[src/rtl/xosera_pkg.sv]
`default_nettype none
// ============================================================================
//  Module      : xosera_pkg
//  Description : Shared types and constants for the Xosera bus responder.
//  Revision    : 1.0  initial release
// ============================================================================
package xosera_pkg;

    // Width of the register number carried on the host bus
    localparam int REG_NUM_W = 4;

    // Byte-select encoding on the host bus
    localparam logic BUS_BYTE_HI = 1'b0;
    localparam logic BUS_BYTE_LO = 1'b1;

    // Bus-cycle tracking state
    typedef enum logic [1:0] {
        BUS_RESYNC = 2'd0,
        BUS_IDLE   = 2'd1,
        BUS_ACTIVE = 2'd2
    } bus_state_e;

endpackage
`default_nettype wire

[src/rtl/xosera_bus_responder_if.sv]
`default_nettype none
// ============================================================================
//  Module      : xosera_bus_responder_if
//  Description : External 8-bit 68K-style register bus pins as seen by the
//                responder (slave) and by the host driving them (master).
//  Revision    : 1.0  initial release
// ============================================================================
interface xosera_bus_responder_if;
    import xosera_pkg::*;

    logic                 bus_cs_n_i;
    logic                 bus_rd_nwr_i;
    logic [REG_NUM_W-1:0] bus_reg_num_i;
    logic                 bus_bytesel_i;
    logic [7:0]           bus_data_i;
    logic [7:0]           bus_data_o;
    logic                 bus_data_oe_o;

    // Responder side
    modport slave (
        input  bus_cs_n_i,
        input  bus_rd_nwr_i,
        input  bus_reg_num_i,
        input  bus_bytesel_i,
        input  bus_data_i,
        output bus_data_o,
        output bus_data_oe_o
    );

    // Host side
    modport master (
        output bus_cs_n_i,
        output bus_rd_nwr_i,
        output bus_reg_num_i,
        output bus_bytesel_i,
        output bus_data_i,
        input  bus_data_o,
        input  bus_data_oe_o
    );

endinterface
`default_nettype wire

[src/rtl/xosera_sync_filter.sv]
`default_nettype none
// ============================================================================
//  Module      : xosera_sync_filter
//  Description : Multi-flop synchronizer followed by an agreement filter; the
//                filtered level only moves after CS_FILTER consecutive
//                synchronized samples disagree with it. Emits one-clock
//                fall/rise pulses aligned with the level change.
//  Revision    : 1.0  initial release
// ============================================================================
module xosera_sync_filter #(
    parameter int SYNC_STAGES = 2,
    parameter int CS_FILTER   = 2
) (
    input  wire logic clk,
    input  wire logic reset_n_i,
    input  wire logic async_i,
    output logic      level_o,
    output logic      fall_o,
    output logic      rise_o
);

    localparam int CNT_W = (CS_FILTER > 1) ? $clog2(CS_FILTER) : 1;

    logic [SYNC_STAGES-1:0] sync_q;
    logic                   cs_s;
    logic [CNT_W-1:0]       cnt_q, cnt_d;
    logic                   level_q, level_d;
    logic                   fall_q, fall_d;
    logic                   rise_q, rise_d;

    // Synchronizer chain; idles high so a reset looks like "deselected"
    always_ff @(posedge clk or negedge reset_n_i) begin
        if (!reset_n_i) begin
            sync_q <= '1;
        end else begin
            sync_q <= {sync_q[SYNC_STAGES-2:0], async_i};
        end
    end

    assign cs_s = sync_q[SYNC_STAGES-1];

    // Count consecutive disagreeing samples; flip the level when enough agree
    always_comb begin
        cnt_d   = '0;
        level_d = level_q;
        fall_d  = 1'b0;
        rise_d  = 1'b0;
        if (cs_s != level_q) begin
            if (cnt_q == CNT_W'(CS_FILTER - 1)) begin
                level_d = cs_s;
                fall_d  = ~cs_s;
                rise_d  = cs_s;
            end else begin
                cnt_d = cnt_q + 1'b1;
            end
        end
    end

    // Filter state registers
    always_ff @(posedge clk or negedge reset_n_i) begin
        if (!reset_n_i) begin
            cnt_q   <= '0;
            level_q <= 1'b1;
            fall_q  <= 1'b0;
            rise_q  <= 1'b0;
        end else begin
            cnt_q   <= cnt_d;
            level_q <= level_d;
            fall_q  <= fall_d;
            rise_q  <= rise_d;
        end
    end

    assign level_o = level_q;
    assign fall_o  = fall_q;
    assign rise_o  = rise_q;

endmodule
`default_nettype wire

[src/rtl/xosera_bus_responder.sv]
`default_nettype none
// ============================================================================
//  Module      : xosera_bus_responder
//  Description : Host bus responder. Filters chip select, captures bus fields
//                on the filtered falling edge, assembles byte writes into
//                16-bit register writes and serves high/low byte reads from a
//                word captured at the high-byte read.
//  Revision    : 1.0  initial release
// ============================================================================
module xosera_bus_responder
    import xosera_pkg::*;
#(
    parameter int SYNC_STAGES = 2,
    parameter int CS_FILTER   = 2
) (
    input  wire logic                 clk,
    input  wire logic                 reset_n_i,
    xosera_bus_responder_if.slave     bus,
    output logic                      reg_wr_strobe_o,
    output logic                      reg_rd_strobe_o,
    output logic [REG_NUM_W-1:0]      reg_num_o,
    output logic                      reg_bytesel_o,
    output logic [15:0]               reg_data_o,
    input  wire logic [15:0]          reg_rd_data_i
);

    // After reset, the synchronizer and filter need this many clocks before
    // the filtered level reflects the pin; RESYNC waits this out so a cycle
    // already in progress at reset release is never mistaken for a new one.
    localparam int SETTLE   = SYNC_STAGES + CS_FILTER;
    localparam int SETTLE_W = $clog2(SETTLE + 1);

    logic cs_level;
    logic cs_fall;
    logic cs_rise;

    bus_state_e          state_q, state_d;
    logic [SETTLE_W-1:0] settle_q, settle_d;

    logic                 wr_strobe_q, wr_strobe_d;
    logic                 rd_strobe_q, rd_strobe_d;
    logic [REG_NUM_W-1:0] reg_num_q, reg_num_d;
    logic                 bytesel_q, bytesel_d;
    logic [15:0]          reg_data_q, reg_data_d;
    logic [7:0]           hi_latch_q, hi_latch_d;
    logic [15:0]          rd_word_q, rd_word_d;
    logic [7:0]           bus_data_q, bus_data_d;
    logic                 oe_q, oe_d;

    xosera_sync_filter #(
        .SYNC_STAGES (SYNC_STAGES),
        .CS_FILTER   (CS_FILTER)
    ) u_cs_filter (
        .clk       (clk),
        .reset_n_i (reset_n_i),
        .async_i   (bus.bus_cs_n_i),
        .level_o   (cs_level),
        .fall_o    (cs_fall),
        .rise_o    (cs_rise)
    );

    // FSM state and post-reset settle counter
    always_ff @(posedge clk or negedge reset_n_i) begin
        if (!reset_n_i) begin
            state_q  <= BUS_RESYNC;
            settle_q <= '0;
        end else begin
            state_q  <= state_d;
            settle_q <= settle_d;
        end
    end

    // Next-state: resync until deselected, then track cs fall/rise
    always_comb begin
        state_d  = state_q;
        settle_d = settle_q;
        if (settle_q != SETTLE_W'(SETTLE)) begin
            settle_d = settle_q + 1'b1;
        end
        case (state_q)
            BUS_RESYNC: begin
                if ((settle_q == SETTLE_W'(SETTLE)) && cs_level) begin
                    state_d = BUS_IDLE;
                end
            end
            BUS_IDLE: begin
                if (cs_fall) begin
                    state_d = BUS_ACTIVE;
                end
            end
            BUS_ACTIVE: begin
                if (cs_rise) begin
                    state_d = BUS_IDLE;
                end
            end
            default: state_d = BUS_RESYNC;
        endcase
    end

    // Outputs: capture fields on cs fall, issue strobes, assemble words
    always_comb begin
        wr_strobe_d = 1'b0;
        rd_strobe_d = 1'b0;
        reg_num_d   = reg_num_q;
        bytesel_d   = bytesel_q;
        reg_data_d  = reg_data_q;
        hi_latch_d  = hi_latch_q;
        rd_word_d   = rd_word_q;
        bus_data_d  = bus_data_q;
        oe_d        = oe_q;

        // Register read data arrives the clock after the read strobe
        if (rd_strobe_q) begin
            rd_word_d  = reg_rd_data_i;
            bus_data_d = reg_rd_data_i[15:8];
        end

        case (state_q)
            BUS_IDLE: begin
                if (cs_fall) begin
                    reg_num_d = bus.bus_reg_num_i;
                    bytesel_d = bus.bus_bytesel_i;
                    if (bus.bus_rd_nwr_i) begin
                        oe_d = 1'b1;
                        if (bus.bus_bytesel_i == BUS_BYTE_HI) begin
                            rd_strobe_d = 1'b1;
                        end else begin
                            bus_data_d = rd_word_q[7:0];
                        end
                    end else begin
                        wr_strobe_d = 1'b1;
                        if (bus.bus_bytesel_i == BUS_BYTE_HI) begin
                            hi_latch_d = bus.bus_data_i;
                            reg_data_d = {bus.bus_data_i, reg_data_q[7:0]};
                        end else begin
                            reg_data_d = {hi_latch_q, bus.bus_data_i};
                        end
                    end
                end
            end
            BUS_ACTIVE: begin
                if (cs_rise) begin
                    oe_d = 1'b0;
                end
            end
            default: ;
        endcase
    end

    // Datapath and strobe registers
    always_ff @(posedge clk or negedge reset_n_i) begin
        if (!reset_n_i) begin
            wr_strobe_q <= 1'b0;
            rd_strobe_q <= 1'b0;
            reg_num_q   <= '0;
            bytesel_q   <= 1'b0;
            reg_data_q  <= '0;
            hi_latch_q  <= '0;
            rd_word_q   <= '0;
            bus_data_q  <= '0;
            oe_q        <= 1'b0;
        end else begin
            wr_strobe_q <= wr_strobe_d;
            rd_strobe_q <= rd_strobe_d;
            reg_num_q   <= reg_num_d;
            bytesel_q   <= bytesel_d;
            reg_data_q  <= reg_data_d;
            hi_latch_q  <= hi_latch_d;
            rd_word_q   <= rd_word_d;
            bus_data_q  <= bus_data_d;
            oe_q        <= oe_d;
        end
    end

    assign reg_wr_strobe_o   = wr_strobe_q;
    assign reg_rd_strobe_o   = rd_strobe_q;
    assign reg_num_o         = reg_num_q;
    assign reg_bytesel_o     = bytesel_q;
    assign reg_data_o        = reg_data_q;
    assign bus.bus_data_o    = bus_data_q;
    assign bus.bus_data_oe_o = oe_q;

endmodule
`default_nettype wire

[src/flat_wrapper.sv]
// flat-port wrapper written by rule: the top's interface ports become plain ports
module xosera_bus_responder_flat import xosera_pkg::*;
#(
    parameter int SYNC_STAGES = 2,
    parameter int CS_FILTER   = 2
)
  (clk, reset_n_i, reg_wr_strobe_o, reg_rd_strobe_o, reg_num_o, reg_bytesel_o, reg_data_o, reg_rd_data_i, bus_bus_cs_n_i, bus_bus_rd_nwr_i, bus_bus_reg_num_i, bus_bus_bytesel_i, bus_bus_data_i, bus_bus_data_o, bus_bus_data_oe_o);
  xosera_bus_responder_if bus_i ();
  input  wire logic clk;
  input  wire logic reset_n_i;
  output logic reg_wr_strobe_o;
  output logic reg_rd_strobe_o;
  output logic [REG_NUM_W-1:0] reg_num_o;
  output logic reg_bytesel_o;
  output logic [15:0] reg_data_o;
  input  wire logic [15:0] reg_rd_data_i;
  input wire logic [$bits(bus_i.bus_cs_n_i)-1:0] bus_bus_cs_n_i;
  input wire logic [$bits(bus_i.bus_rd_nwr_i)-1:0] bus_bus_rd_nwr_i;
  input wire logic [$bits(bus_i.bus_reg_num_i)-1:0] bus_bus_reg_num_i;
  input wire logic [$bits(bus_i.bus_bytesel_i)-1:0] bus_bus_bytesel_i;
  input wire logic [$bits(bus_i.bus_data_i)-1:0] bus_bus_data_i;
  output wire logic [$bits(bus_i.bus_data_o)-1:0] bus_bus_data_o;
  output wire logic [$bits(bus_i.bus_data_oe_o)-1:0] bus_bus_data_oe_o;
  assign bus_i.bus_cs_n_i = bus_bus_cs_n_i;
  assign bus_i.bus_rd_nwr_i = bus_bus_rd_nwr_i;
  assign bus_i.bus_reg_num_i = bus_bus_reg_num_i;
  assign bus_i.bus_bytesel_i = bus_bus_bytesel_i;
  assign bus_i.bus_data_i = bus_bus_data_i;
  assign bus_bus_data_o = bus_i.bus_data_o;
  assign bus_bus_data_oe_o = bus_i.bus_data_oe_o;
  xosera_bus_responder #(.SYNC_STAGES(SYNC_STAGES), .CS_FILTER(CS_FILTER)) u_core (.clk(clk), .reset_n_i(reset_n_i), .bus(bus_i), .reg_wr_strobe_o(reg_wr_strobe_o), .reg_rd_strobe_o(reg_rd_strobe_o), .reg_num_o(reg_num_o), .reg_bytesel_o(reg_bytesel_o), .reg_data_o(reg_data_o), .reg_rd_data_i(reg_rd_data_i));
endmodule
[config.mk]
export PLATFORM = sky130hd
export DESIGN_NAME = xosera_bus_responder_flat
export DESIGN_NICKNAME = d
export VERILOG_FILES = /design/src/rtl/xosera_pkg.sv /design/src/rtl/xosera_bus_responder_if.sv /design/src/rtl/xosera_sync_filter.sv /design/src/rtl/xosera_bus_responder.sv /design/src/flat_wrapper.sv
export SDC_FILE = /design/constraint.sdc
export NUM_CORES = 1
export LEC_CHECK = 0
export CAP_MARGIN = 20
export CORE_UTILIZATION = 50
export CTS_CLUSTER_DIAMETER = 80
export CTS_CLUSTER_SIZE = 12
export DETAILED_ROUTE_END_ITERATION = 12
export GPL_ROUTABILITY_DRIVEN = 0
export PLACE_DENSITY = 0.82
export SETUP_SLACK_MARGIN = 0.2
export SYNTH_ARGS = -nofsm -noshare
export SYNTH_HDL_FRONTEND = slang
export SYNTH_HIERARCHICAL = 1
export SYNTH_SLANG_ARGS = --single-unit
[constraint.sdc]
create_clock -name clk -period 2.9 [get_ports clk]
set_input_delay 0.29 -clock clk [delete_from_list [all_inputs] [get_ports clk]]
set_output_delay 0.29 -clock clk [all_outputs]
set_load 0.05 [all_outputs]
After elaboration in Yosys (flattened, before gate mapping)
Index checks and enable logic that the tools add are counted.
{"block": "totals", "regBits": 59, "inputBits": 33, "word_cells": 68, "out_inout_bits": 32}
{"block": "classes", "add_sub_neg": 2, "eq_ne": 9, "bitwise_logic": 3, "n_mux": 27, "reduce_logical": 10}
{"operator": "$mux 8", "count": 5}
{"operator": "$mux 1", "count": 16}
{"operator": "$mux 16", "count": 1}
{"operator": "$reduce_and 4->1", "count": 3}
{"operator": "$mux 2", "count": 3}
{"operator": "$ne 2x2->1 const B", "count": 3}
{"operator": "$pmux 2 s3", "count": 1}
{"operator": "$reduce_and 3->1", "count": 2}
{"operator": "$reduce_and 2->1", "count": 2}
{"operator": "$add 3x1->3 const B", "count": 1}
{"operator": "$eq 3x3->1 const B", "count": 1}
{"operator": "$ne 3x3->1 const B", "count": 1}
{"operator": "$not 1->1", "count": 3}
{"operator": "$eq 2x1->1 const B", "count": 1}
{"operator": "$eq 2x2->1 const B", "count": 1}
{"operator": "$logic_not 2->1", "count": 1}
{"operator": "$ne 2x1->1 const B", "count": 1}
{"operator": "$pmux 1 s2", "count": 1}
{"operator": "$reduce_bool 2->1", "count": 1}
{"operator": "$add 1x1->1 const B", "count": 1}
{"operator": "$logic_and 1x1->1", "count": 1}
{"operator": "$ne 1x1->1", "count": 1}

Logic depth before layout (Yosys ltp)
Gate-level depths: netlist (run 1).
{"block": "logic_depth", "ltp_word": 5, "ltp_mapped": 6, "mapped_depth_nobuf": 5}

Hierarchy
Netlist (run 1), hierarchy kept.
{"module": "xosera_bus_responder", "instances": 1, "area_per_inst_um2": 2262.2, "cells_per_inst": 160}
{"module": "xosera_sync_filter", "instances": 1, "area_per_inst_um2": 195.2, "cells_per_inst": 13}

Worst setup path before layout (run 1)
Ideal clock, no wire load.
{"block": "synth_timing", "path_type": "register -> register", "startpoint": "reg u_core.rd_strobe_q (netlist: u_core/reg_rd_strobe_o)", "endpoint": "reg u_core.bus_data_q[4] (netlist: u_core/bus.bus_data_o[4])", "path_buffers": 2, "required_ns": 2.775, "path_stages_with_launch": 5, "arrival_ns": 1.668, "setup_slack_ns": 1.107, "setup_ns": 0.125, "cell_sequence": "dfrtp_1 buf_2 buf_2 mux2_2 mux2_2"}
{"block": "synth_between", "elab_chain_len": 5}
{"item": "start, declared", "line_no": "xosera_bus_responder.sv:41", "rtl": "logic rd_strobe_q, rd_strobe_d;"}
{"item": "start signal, assigned", "line_no": "xosera_bus_responder.sv:164", "rtl": "rd_strobe_q <= rd_strobe_d;"}
{"item": "$mux 8 *", "line_no": "xosera_bus_responder.sv:113", "rtl": "if (rd_strobe_q) begin"}
{"item": "$mux 8", "line_no": "xosera_bus_responder.sv:125", "rtl": "if (bus.bus_bytesel_i == BUS_BYTE_HI) begin"}
{"item": "$mux 8", "line_no": "xosera_bus_responder.sv:123", "rtl": "if (bus.bus_rd_nwr_i) begin"}
{"item": "$mux 8", "line_no": "xosera_bus_responder.sv:120", "rtl": "if (cs_fall) begin"}
{"item": "$mux 8 *", "line_no": "xosera_bus_responder.sv:118", "rtl": "case (state_q)"}
{"item": "net u_core.bus_data_d[4]", "line_no": "xosera_bus_responder.sv:47", "rtl": "logic [7:0] bus_data_q, bus_data_d;"}
{"item": "end signal, assigned", "line_no": "xosera_bus_responder.sv:170", "rtl": "bus_data_q <= bus_data_d;"}
{"item": "end, declared", "line_no": "xosera_bus_responder.sv:47"}
Mark *: on every way through the listed nets, which the timed path passes. The rest lies on a longest branch.
A chain may end at the register's enable or synchronous reset.

Worst setup path in the final report (run 1)
{"block": "layout_timing", "startpoint": "reg u_core.rd_strobe_q (netlist: u_core/reg_rd_strobe_o)", "endpoint": "out reg_rd_strobe_o"}
{"item": "end, declared", "line_no": "flat_wrapper.sv:12", "rtl": "output logic reg_rd_strobe_o;"}
No word-level cell between the ends.

==> results of run 1 <==
synthesized netlist by cell type, drive strengths merged:
master | number | area (sq um)
inv | 3 | 11.3
a21o | 1 | 7.51
nor2b | 2 | 20.0
mux2i | 8 | 80.1
dfstp | 3 | 78.8
nand2b | 1 | 6.26
dfrtp | 56 | 1400
ha | 2 | 25.0
buf | 9 | 63.8
nand4b | 1 | 8.76
mux2 | 45 | 537
and4b | 1 | 10.0
nand2 | 6 | 22.5
o21ai | 3 | 15.0
nor2 | 15 | 56.3
nor3b | 2 | 20.0
and4bb | 1 | 12.5
and4 | 1 | 8.76
a21oi | 11 | 55.1
xnor2 | 2 | 17.5
stage by stage:
stage / hold WS (ns) / total power (uW) / util [%] / cells
CTS: 0.334 / 3680 / 71.0 / 317
detailed placement: 0.154 / 2950 / 66.7 / 300
global placement: 0.151 / 2910 / 66.7 / 300
floorplan: -0.00559 / 2420 / - / 173
global route: 0.355 / 3830 / 71.0 / 317
finish: 0.354 / 3650 / 71.0 / 317
final cells by class:
class / instances / area share (%)
flip-flops and latches: 59 / 44.1
well taps: 67 / 2.50
inverters: 3 / 0.336
multi-input cells: 102 / 26.9
clock buffers: 9 / 3.69
repair buffers: 70 / 20.4
clock inverters: 7 / 2.05
sequential cells by signal, summed over array words and instances (netlist names), 2 cells and up:
register,cells
u_core/reg_data_o,16
u_core/bus.bus_data_o,8
u_core/hi_latch_q,8
u_core/rd_word_q,8
u_core/reg_num_o,4
u_core/settle_q,3
u_core/state_q,2
u_core/u_cs_filter/sync_q,2
routing by layer:
layer	global-route usage, %	routed length, um
met5	0	0
met4	8.50	30
met3	7.78	248
met2	27.8	2080
met1	25.0	2120
power by group:
part | internal [uW] | switching, uW | total [uW] | leakage (uW)
clock | 393 | 322 | 714 | 0.0000950
combinational | 666 | 939 | 1610 | 0.000660
sequential | 1150 | 182 | 1330 | 0.000751
total | 2200 | 1440 | 3650 | 0.00151
worst min-delay path by stage:
stage                     startpoint                                 end  slack (ns)  cells after the start
after floorplan            reset_n_i  u_core/bus.bus_data_o[0]$_DFF_PN0_      -0.006                      0
after global placement     reset_n_i  u_core/bus.bus_data_o[7]$_DFF_PN0_        0.15                      1
after detailed placement   reset_n_i  u_core/bus.bus_data_o[7]$_DFF_PN0_        0.15                      1
after CTS                  reset_n_i  u_core/bus.bus_data_o[7]$_DFF_PN0_        0.33                      2
after global routing       reset_n_i  u_core/bus.bus_data_o[7]$_DFF_PN0_        0.35                      2
final                      reset_n_i  u_core/bus.bus_data_o[7]$_DFF_PN0_        0.35                      2
cell families (layout without fill, tap and decap cells):
group,count (synthesis),count (layout),synth area share (%)
flops,59,59,60.2
mux,53,53,25.1
simple gates,30,30,6.72
compound gates,15,15,3.16
buf+inv,12,89,3.05
fa+ha+maj,2,2,1.02
xor+xnor,2,2,0.713
repair_timing:
item                                    4_1_cts  5_1_grt
endpoints found under the setup margin        0        0
setup buffers                                 0        0
endpoints found under the hold margin         8        0
hold buffers                                  1        0
==> qor.csv, run 1 <==
metric,value,unit
status,"finished, final reports clean",
clk slew on worst S/H paths,0.07,ns
vias in the first global route,1559,
CTS resizes,0,
Core Box Area,4720,sq um
root buf cell,clkbuf_8,
worst path required time,2.61,ns
Max Fclk,498,MHz
area grow syn2layout,36.5,%
Post-Place Worst Slack,0.828,ns
startpoint types,flop,
max cap viols,0,
fillers,339,
Clock Latency Late Sink,0.32,ns
post-route design area,3350,sq um
peak per-stage delay on the critical path,0.84,ns
CTS tree,done,
Worst VDD drop,0.591,mV
Leak,0.00151,uW
Ports,65,
Worst Setup EP,reg_rd_strobe_o,
setup_tns,0,ns
Hold Crit Class,in2async,
largest net degree at the start of global routing,32,
Nets,280,
endpoints failing setup,0,
post-synthesis cell count,173,
DIE AREA,5200,sq um
WL per Instance,14.1,um
cts bufs inserted,9,
DR vias/cell,4.88,
final hold violation count,0,
"CP delay by family, top",buffers and inverters,
Post-Route Skew,0.00702,ns
sequential share of the synthesized area,60.2,%
Synth Register Bits,59,
DR vias,1548,
global-route wire length before repair,7.20,mm
yosys synthesis warning count,6,
Yosys cell types,24,
# DRC,0,
Netlist Area Pre-Place,2460,sq um
crit end category,primary output,
clk sinks,59,
register area,1480,sq um
initial antenna violation count,0,
CTS max path bufs,2,
Starting Density,52.0,%
WL final,4.48,mm
die height,72.1,um
Slew HR,66.0,%
DRT Pass-1 Iters,4,
initial DRC count,95,
H-tree depth,3,
Critical path origin,u_core/reg_rd_strobe_o$_DFF_PN0_,
RSZ-0062 raised after global routing,false,
Antenna Cells,0,
Reg2Reg Setup Slack,1.18,ns
die span in x,72.1,um
reg2reg path depth,4,
Power per Cell Area,1090,nW/um^2
Syn Nets,208,
Worst Path Max Fanout,17,
CP Class,reg2out,
total global-route track usage,19.0,%
number of cell rows,25,
"commonest non-fill, non-tap cell in the layout",clkdlybuf4s50_1,
cell with the largest stage delay on the worst path,clkdlybuf4s50_1,
hpwl dp,3.12,mm
fraction of layout cells with a size suffix above 1,28.8,%
"Arr. time, crit path",1.72,ns
Worst R2R End,u_core/hi_latch_q[4]$_DFFE_PN0P_,
area occupied by multi-input gates,902,sq um
IO buf count,64,
total congestion overflow,0,
post-route ant nets,0,
post-route worst setup slack,0.893,ns
RR Startpoint,u_core/state_q[1]$_DFFE_PN0P_,
dpl cell area,3150,sq um
number of cells on the critical path,2,
Worst Max-Slew Pin Slew,0.508,ns
"Cell Chain, Critical Path",buf_4 > clkdlybuf4s50_1,
Mapped Avg Cell Area,14.2,sq um
CP Buf/Inv Count,2,
most frequent cells in the layout,"clkdlybuf4s50_1 (63), dfrtp_1 (56), mux2_2 (37)",
min Tclk post-route,2.01,ns
final slew viol count,0,
period utilisation layout,69.2,%
No activity file was read; power rests on OpenSTA's default activity.
==> run 2: changes to the inputs <==
--- a/config.mk
+++ b/config.mk
@@ -6,12 +6,12 @@
 export NUM_CORES = 1
 export LEC_CHECK = 0
 export CAP_MARGIN = 20
-export CORE_UTILIZATION = 50
+export CORE_UTILIZATION = 48
 export CTS_CLUSTER_DIAMETER = 80
 export CTS_CLUSTER_SIZE = 12
 export DETAILED_ROUTE_END_ITERATION = 12
 export GPL_ROUTABILITY_DRIVEN = 0
-export PLACE_DENSITY = 0.82
+export PLACE_DENSITY = 0.79
 export SETUP_SLACK_MARGIN = 0.2
 export SYNTH_ARGS = -nofsm -noshare
 export SYNTH_HDL_FRONTEND = slang
==> constraint.sdc (replaced) <==
create_clock -name clk -period 1.9 [get_ports clk]
set_input_delay 0.19 -clock clk [delete_from_list [all_inputs] [get_ports clk]]
set_output_delay 0.19 -clock clk [all_outputs]
set_load 0.05 [all_outputs]
==> run 2 against run 1 <==
Compared with the run above: first-iteration DRC count down 26%; critical endpoint is now reg_data_o[4]; sequential share of layout area down 0.58 points; hold slack worse by 0.093 ns; largest cell class unchanged.
==> qor.csv, run 2 (synthesized netlist as in run 1, its figures left out) <==
metric,value,unit,change
status,"finished, final reports clean",,
worst path required time,1.71,ns,-0.90 ns
DR vias,1565,,+1.1%
die height,73.6,um,+2.0%
"commonest non-fill, non-tap cell in the layout",dfrtp_1,,
Hold Crit Class,in2reg,,
min Tclk post-route,1.67,ns,
final hold violation count,0,,unchanged
"Arr. time, crit path",1.48,ns,-0.24 ns
initial antenna violation count,0,,unchanged
CP Class,reg2out,,
Max Fclk,599,MHz,
total global-route track usage,18.9,%,-0.072 points
clk sinks,59,,unchanged
initial DRC count,70,,-26%
total congestion overflow,0,,unchanged
fraction of layout cells with a size suffix above 1,29.7,%,+0.92 points
final core utilization,70.6,%,-0.40 points
Core Box Area,4820,sq um,+2.0%
vias in the first global route,1615,,+3.6%
Clock Latency Late Sink,0.33,ns,about the same
largest net degree at the start of global routing,37,,+16%
Leak,0.00173,uW,+15%
cell with the largest stage delay on the worst path,clkdlybuf4s50_1,,
clk slew on worst S/H paths,0.06,ns,about the same
Starting Density,51.0,%,-1.0 points
root buf cell,clkbuf_8,,
global-route wire length before repair,7.41,mm,+3.0%
number of cell rows,25,,unchanged
endpoints failing setup,0,,unchanged
CP Buf/Inv Count,1,,-1
hpwl dp,3.23,mm,+3.5%
post-route ant nets,0,,unchanged
"Cell Chain, Critical Path",clkdlybuf4s50_1,,
H-tree depth,3,,unchanged
Ports,65,,unchanged
placed cell count,299,,-0.33%
Post-Place Worst Slack,0.131,ns,-0.697 ns
Worst Max-Slew Pin Slew,0.564,ns,+0.0563 ns
Worst VDD drop,0.981,mV,+66%
number of flip-flops in the largest register,16,,unchanged
CTS max path bufs,2,,unchanged
DR vias/cell,4.95,,+1.4%
area grow syn2layout,38.4,%,
final std cells w/o fill,316,,-0.32%
WL final,4.51,mm,+0.67%
startpoint types,flop,,
Power per Cell Area,1640,nW/um^2,+50%
setup_tns,0,ns,unchanged
"CP delay by family, top",buffers and inverters,,
Antenna Cells,0,,unchanged
Worst Path Max Fanout,2,,-15
# DRC,0,,unchanged
DRT Pass-1 Iters,4,,unchanged
WL per Instance,14.3,um,+0.99%
post-CTS setup buffer count,0,,unchanged
IO buf count,64,,unchanged
period utilisation layout,87.8,%,
post-route worst setup slack,0.231,ns,-0.661 ns
CTS tree,done,,
Post-Route Skew,0.00609,ns,-0.000937 ns
DIE AREA,5410,sq um,+4.0%
final slew viol count,0,,unchanged
most frequent cells in the layout,"dfrtp_1 (55), clkdlybuf4s50_1 (38), mux2_2 (37)",,
cts bufs inserted,9,,unchanged
crit end category,primary output,,
Slew HR,62.4,%,-3.6 points
die span in x,73.6,um,+2.0%
max cap viols,0,,unchanged
Nets,279,,-0.36%
RSZ-0062 raised after global routing,false,,
peak per-stage delay on the critical path,0.81,ns,-0.03 ns
-- run 2: cell type report --
| class | instances | area [sq um] |
|---|---|---|
| Clock buffer | 12 | 165 |
| Clock inverter | 4 | 47.5 |
| Fill cell | 368 | 1420 |
| Inverter | 3 | 11.3 |
| Multi-Input combinational cell | 102 | 903 |
| Sequential cell | 59 | 1480 |
| Tap cell | 67 | 83.8 |
| Timing Repair Buffer | 69 | 708 |
-- run 2: per-stage QoR --
stage                     hold slack [ns]  area (sq um)  total power, uW
after floorplan                    -0.106          2460             3700
after global placement              0.210          3150             4460
after detailed placement            0.210          3150             4510
after CTS                           0.249          3360             5640
after global routing                0.252          3400             5840
final                               0.261          3400             5570
-- run 2: layer usage --
layer	share of wire, %	up-vias	track usage [%]
met4	2.4	0	11.5
met1	45	761	24.6
li1	-	739	-
met2	47	53	28.4
met3	5.3	12	5.08
met5	0	-	0
-- run 2: worst paths after layout --
check                                                            start                                endpoint  slack, ns  cells past startpoint
worst max register to register           u_core/state_q[1]$_DFFE_PN0P_      u_core/bus.bus_data_o[0]$_DFF_PN0_       0.36                      3
worst max-delay path                  u_core/reg_data_o[4]$_DFFE_PN0P_                           reg_data_o[4]       0.23                      1
max in group asynchronous                                    reset_n_i       u_core/reg_data_o[14]$_DFFE_PN0P_       0.93                      3
min in group asynchronous                                    reset_n_i         u_core/rd_word_q[3]$_DFFE_PN0P_       0.39                      2
worst min-delay path                                    bus_bus_cs_n_i  u_core/u_cs_filter/sync_q[0]$_DFF_PN1_       0.26                      1
worst min register to register  u_core/u_cs_filter/sync_q[0]$_DFF_PN1_  u_core/u_cs_filter/sync_q[1]$_DFF_PN1_       0.36                      0
-- run 2: power breakdown --
part	total [uW]	internal [uW]	switching (uW)	leakage, uW
Clock	1180	708	470	0.000108
Sequential	2020	1750	270	0.000749
Combinational	2370	936	1430	0.000876
Total	5570	3390	2170	0.00173
-- run 2: timing repair --
action	in CTS	in global routing
hold buffers	1	0
hold endpoints to repair	20	0
gates resized for setup	10	15
setup endpoints to repair	10	22
==> run 3: changes to the inputs <==
--- a/config.mk
+++ b/config.mk
@@ -11,6 +11,7 @@
 export CTS_CLUSTER_SIZE = 12
 export DETAILED_ROUTE_END_ITERATION = 12
 export GPL_ROUTABILITY_DRIVEN = 0
+export HOLD_SLACK_MARGIN = 0.12
 export PLACE_DENSITY = 0.79
 export SETUP_SLACK_MARGIN = 0.2
 export SYNTH_ARGS = -nofsm -noshare
==> results of run 3 <==
Same layout as run 2: the final DEF is identical, and so are final timing and power.
